<file path="src/rtl/piso_tx.sv">
`default_nettype none
// ============================================================================
//  Module   : piso_tx
//  Purpose  : Parallel-in serial-out transmitter. Accepts a WIDTH-bit word on
//             a valid/ready handshake and shifts it out one bit per enabled
//             clock, qualified by SER_VALID and an end-of-word LAST flag.
//             A new word may be accepted while the final bit is on the line,
//             giving gapless back-to-back frames.
//  Revision : 1.0  initial release
// ============================================================================
module piso_tx #(
    parameter int WIDTH     = 8,
    parameter bit LSB_FIRST = 1'b0
) (
    input  logic             CLK,
    input  logic             n_Reset,
    input  logic             EN,
    input  logic             LOAD_VALID,
    input  logic [WIDTH-1:0] DATA_IN,
    output logic             LOAD_READY,
    output logic             SER_OUT,
    output logic             SER_VALID,
    output logic             LAST
);

    localparam int c_CW = $clog2(WIDTH);
    // Count value held while the second-to-last bit is on the line; the
    // following shift presents the final bit and raises LAST.
    localparam logic [c_CW-1:0] c_LAST_CNT = c_CW'(WIDTH - 2);

    typedef enum logic [0:0] {
        S_IDLE  = 1'b0,
        S_SHIFT = 1'b1
    } state_t;

    state_t            r_state;
    state_t            w_state_nxt;
    logic [WIDTH-1:0]  r_shift;
    logic [WIDTH-1:0]  w_shift_nxt;
    logic [c_CW-1:0]   r_count;
    logic [c_CW-1:0]   w_count_nxt;
    logic              r_ser_out;
    logic              w_ser_out_nxt;
    logic              r_ser_valid;
    logic              w_ser_valid_nxt;
    logic              r_last;
    logic              w_last_nxt;

    logic              w_ready;
    logic              w_accept;
    logic              w_first_bit;   // bit presented on the accept edge
    logic              w_next_bit;    // bit presented on the next shift
    logic [WIDTH-1:0]  w_shifted;     // shift register after one shift

    // Bit ordering only changes which end of the register feeds the line.
    generate
        if (LSB_FIRST) begin : g_lsb_first
            assign w_first_bit = DATA_IN[0];
            assign w_next_bit  = r_shift[1];
            assign w_shifted   = {1'b0, r_shift[WIDTH-1:1]};
            // Bit 0 has already been sent from DATA_IN when the word is loaded.
            logic w_unused_bit;
            assign w_unused_bit = r_shift[0];
        end else begin : g_msb_first
            assign w_first_bit = DATA_IN[WIDTH-1];
            assign w_next_bit  = r_shift[WIDTH-2];
            assign w_shifted   = {r_shift[WIDTH-2:0], 1'b0};
            // The top bit has already been sent from DATA_IN when the word is loaded.
            logic w_unused_bit;
            assign w_unused_bit = r_shift[WIDTH-1];
        end
    endgenerate

    // Ready while idle, or while the final bit is out so the next word can
    // follow without a gap.
    assign w_ready    = (r_state == S_IDLE) || ((r_state == S_SHIFT) && r_last);
    assign w_accept   = LOAD_VALID && w_ready && EN;

    assign LOAD_READY = w_ready;
    assign SER_OUT    = r_ser_out;
    assign SER_VALID  = r_ser_valid;
    assign LAST       = r_last;

    // State and datapath registers; asynchronous reset aborts any frame.
    always_ff @(posedge CLK or negedge n_Reset) begin
        if (!n_Reset) begin
            r_state     <= S_IDLE;
            r_shift     <= '0;
            r_count     <= '0;
            r_ser_out   <= 1'b0;
            r_ser_valid <= 1'b0;
            r_last      <= 1'b0;
        end else begin
            r_state     <= w_state_nxt;
            r_shift     <= w_shift_nxt;
            r_count     <= w_count_nxt;
            r_ser_out   <= w_ser_out_nxt;
            r_ser_valid <= w_ser_valid_nxt;
            r_last      <= w_last_nxt;
        end
    end

    // Next-state and output decode; with EN low everything holds.
    always_comb begin
        w_state_nxt     = r_state;
        w_shift_nxt     = r_shift;
        w_count_nxt     = r_count;
        w_ser_out_nxt   = r_ser_out;
        w_ser_valid_nxt = r_ser_valid;
        w_last_nxt      = r_last;

        if (EN) begin
            if (w_accept) begin
                w_state_nxt     = S_SHIFT;
                w_shift_nxt     = DATA_IN;
                w_count_nxt     = '0;
                w_ser_out_nxt   = w_first_bit;
                w_ser_valid_nxt = 1'b1;
                w_last_nxt      = 1'b0;
            end else if (r_state == S_SHIFT) begin
                if (r_last) begin
                    w_state_nxt     = S_IDLE;
                    w_count_nxt     = '0;
                    w_ser_out_nxt   = 1'b0;
                    w_ser_valid_nxt = 1'b0;
                    w_last_nxt      = 1'b0;
                end else begin
                    w_shift_nxt   = w_shifted;
                    w_count_nxt   = r_count + 1'b1;
                    w_ser_out_nxt = w_next_bit;
                    w_last_nxt    = (r_count == c_LAST_CNT);
                end
            end
        end
    end

endmodule
`default_nettype wire

</file>
<file path="config.mk">
export PLATFORM = sky130hd
export DESIGN_NAME = piso_tx
export DESIGN_NICKNAME = d
export VERILOG_FILES = /design/src/rtl/piso_tx.sv
export SDC_FILE = /design/constraint.sdc
export NUM_CORES = 1
export LEC_CHECK = 0
export BUFFER_PORTS_ARGS = -buffer_cell sky130_fd_sc_hd__buf_4
export CAP_MARGIN = 20
export CORE_UTILIZATION = 45
export CTS_CLUSTER_DIAMETER = 60
export DETAILED_ROUTE_END_ITERATION = 8
export GPL_TIMING_DRIVEN = 0
export HOLD_SLACK_MARGIN = 0.1
export PLACE_DENSITY = 0.68
export RECOVER_POWER = 100
export SLEW_MARGIN = 25
export SYNTH_ARGS = -nofsm -noshare
export SYNTH_HDL_FRONTEND = slang
export SYNTH_SLANG_ARGS = --single-unit
export TNS_END_PERCENT = 50
</file>
<file path="constraint.sdc">
create_clock -name CLK -period 1.68 [get_ports CLK]
set_input_delay 0.168 -clock CLK [delete_from_list [all_inputs] [get_ports CLK]]
set_output_delay 0.168 -clock CLK [all_outputs]
set_load 0.005 [all_outputs]
</file>
==> flow_metrics.py <==
metrics = {
    "run_status": {
        "status": "finished, final reports clean",
    },
    "clock_network": {
        "clkTransAtPathRegs_ns": 0.09,
        "clk_latency_ns": 0.28,
        "cts.sinks": 14,
        "postCtsSetupBuffers": 0,
        "cts_root_buffer": "clkbuf_4",
        "cts_buffers": 3,
        "htreeDepth": 1,
        "clockBufferDepth": 2,
        "cts_tree": "yes",
    },
    "sta": {
        "finalClockSkew_ns": 0.00372,
        "hold_slack_ns": 0.133,
        "maxSlewViolCount": 0,
        "fmax_mhz": 684,
        "setup_viol": 0,
        "final.period_utilization_pct": 87.0,
        "hold_viol_final": 0,
        "finalCriticalPeriod_ns": 1.46,
        "max_slew_margin_pct": 45.6,
        "tns_ns": 0,
        "worstMarginPinSlew_ns": 0.816,
        "rsz0062_at_grt": "false",
    },
    "drt": {
        "num_vias": 603,
        "dr.max_layer_used": "met4",
        "dr.pass1.iters": 4,
        "wl_met1_um": 791,
        "wl_per_cell_um": 14.6,
        "route.antenna.remaining_nets": 0,
        "drt_wl_total_mm": 1.54,
        "drt_iter0_drc": 12,
        "avgViaCountPerCell": 5.74,
        "wl_met2_um": 662,
        "dr_wl_met3_um": 59,
        "drc": 0,
    },
    "placed_design": {
        "dp_cells": 100,
        "port_buffers": 14,
        "hpwlAfterDp_mm": 1.04,
        "gp_congestion": 0.757,
    },
    "die": {
        "io_pins": 16,
        "start_util_pct": 48.7,
        "dieArea_um2": 1790,
        "die_h_um": 42.4,
        "core_area_um2": 1510,
        "rows": 14,
        "dieWidth_um": 42.4,
    },
    "final_layout": {
        "final_common_cell": "dfrtp_1",
        "final_cell_mix": "dfrtp_1 (14), buf_4 (11), nand2_1 (8)",
        "drive_gt1_share_pct": 25.8,
        "antenna_cells": 0,
        "syn_to_final_growth_pct": 20.8,
        "nets": 104,
        "stdcell_count": 105,
        "fillCellCount": 134,
    },
    "synthesis": {
        "ys_types": 25,
        "syn_inst": 70,
        "synth_top_family_by_area": "compound AO/OA/AOI/OAI gates",
        "synth_compound_area_share_pct": 23.0,
        "ys_ff_latch": 14,
        "syn_area_um2": 733,
        "synth_mux_area_share_pct": 1.37,
        "yosys.area_share.simple_pct": 17.9,
        "ys_seq_area_share_pct": 47.8,
        "avgSynthCellArea_um2": 10.5,
        "synth-xor-area-share_pct": 0,
        "synth_nets": 84,
        "ys.warnings.count": 0,
        "synth_fa_ha_area_share_pct": 3.41,
    },
    "pwr": {
        "leakagePower_nw": 0.422,
        "power.density_nw_per_um2": 1680,
        "power_mw": 1.49,
        "ir_drop_mv": 0.886,
    },
    "critical_path": {
        "cp-end-kind": "primary output",
        "required_ns": 1.51,
        "crit_slowest_cell": "dfrtp_1",
        "r2r-start": "r_state",
        "cp_max_fo": 10,
        "cp.arrival_ns": 1.29,
        "cpPeakStageDelay_ns": 0.40,
        "path_cells": "nor2b_1, inv_2, buf_6, buf_4",
        "startpoint_type": "flop",
        "critPathKind": "reg2out",
        "cp-startpoint": "LAST",
    },
    "hold_path": {
        "min_path_type": "in2reg",
        "hold_start": "DATA_IN[0]",
    },
    "grt": {
        "grt_overflow": 0,
        "grt_use_total_pct": 18.9,
        "grt_pass1_vias": 575,
        "grt_max_degree": 15,
        "grt_pass1_wl_mm": 2.49,
        "antenna_found_initial": 0,
    },
    "job": {
        "cap_viol_max_count": 0,
    },
}
stage by stage:
step / setup slack [ns] / area [um2] / utilization, %
6_report: 0.219 / 886 / 58.8
5_1_grt: 0.151 / 886 / 58.8
4_1_cts: 0.315 / 905 / 60.0
3_5_place_dp: 0.544 / 858 / 57.0
3_3_place_gp: 0.551 / 858 / 57.0
2_1_floorplan: 0.611 / 733 / -
layout make-up:
type	count	area (um2)	area share, %
flip-flops and latches	14	350	39.5
well taps	16	20.0	2.26
clock buffers	4	36.3	4.10
inverters	3	11.3	1.27
multi-input cells	48	324	36.6
plain buffers	5	32.5	3.67
repair buffers	15	111	12.6
logic make-up after synthesis:
kind of cell    count (synthesis)
compound gates                 24
simple gates                   21
mux                             1
flops                          14
buf+inv                         8
fa+ha+maj                       2
synthesized netlist by cell type, drive strengths merged:
master	instances	area, um2
and2	1	6.26
nand2	8	30.0
ha	2	25.0
inv	3	11.3
mux2i	1	10.0
nor2	1	3.75
a21oi	2	10.0
a32o	1	10.0
a21o	1	7.51
nand3	1	5.00
and3b	6	52.6
nor2b	3	26.3
nand3b	1	7.51
o21ai	7	42.5
a31oi	6	37.5
dfrtp	14	350
o2bb2ai	6	52.6
a32oi	1	8.76
buf	5	36.3
report_power, final:
| group | switching [mW] | leakage [nW] | internal, mW |
|---|---|---|---|
| logic | 0.339 | 0.222 | 0.328 |
| registers | 0.0883 | 0.179 | 0.482 |
| clock network | 0.118 | 0.0210 | 0.132 |
| total | 0.546 | 0.422 | 0.942 |
what timing repair did:
item | in CTS | in global routing
hold buffers | 1 | 0
resized for setup | 0 | 0
endpoints found under the hold margin | 14 | 0
path summary, 6_finish.rpt:
check	cells after the start	end	slack, ns
worst max-delay path	4	LOAD_READY	0.22
worst min-delay path	2	r_shift[0]	0.13
worst max register to register	3	SER_OUT	0.26
worst min register to register	1	r_shift[1]	0.49
max in group asynchronous	2	r_count[1]	0.69
min in group asynchronous	2	r_shift[1]	0.48
routing by layer:
metal	vias to the layer above	track usage, %
met4	0	11.3
met3	4	2.59
met1	291	25.4
met2	16	28.9
met5	-	0
li1	292	-
sequential cells by signal, summed over array words and instances, names as in the netlist:
signal	flops
SER_OUT	1
SER_VALID	1
r_count	3
r_state	1
LAST	1
r_shift	7
critical path: cells and delay by family (launching register included):
kind | cells | cell delay [ns]
buffers and inverters | 3 | 0.35
AND/OR/NAND/NOR | 1 | 0.26
flip-flops | 1 | 0.40
Note: power is estimated with default switching activity, not from simulation.
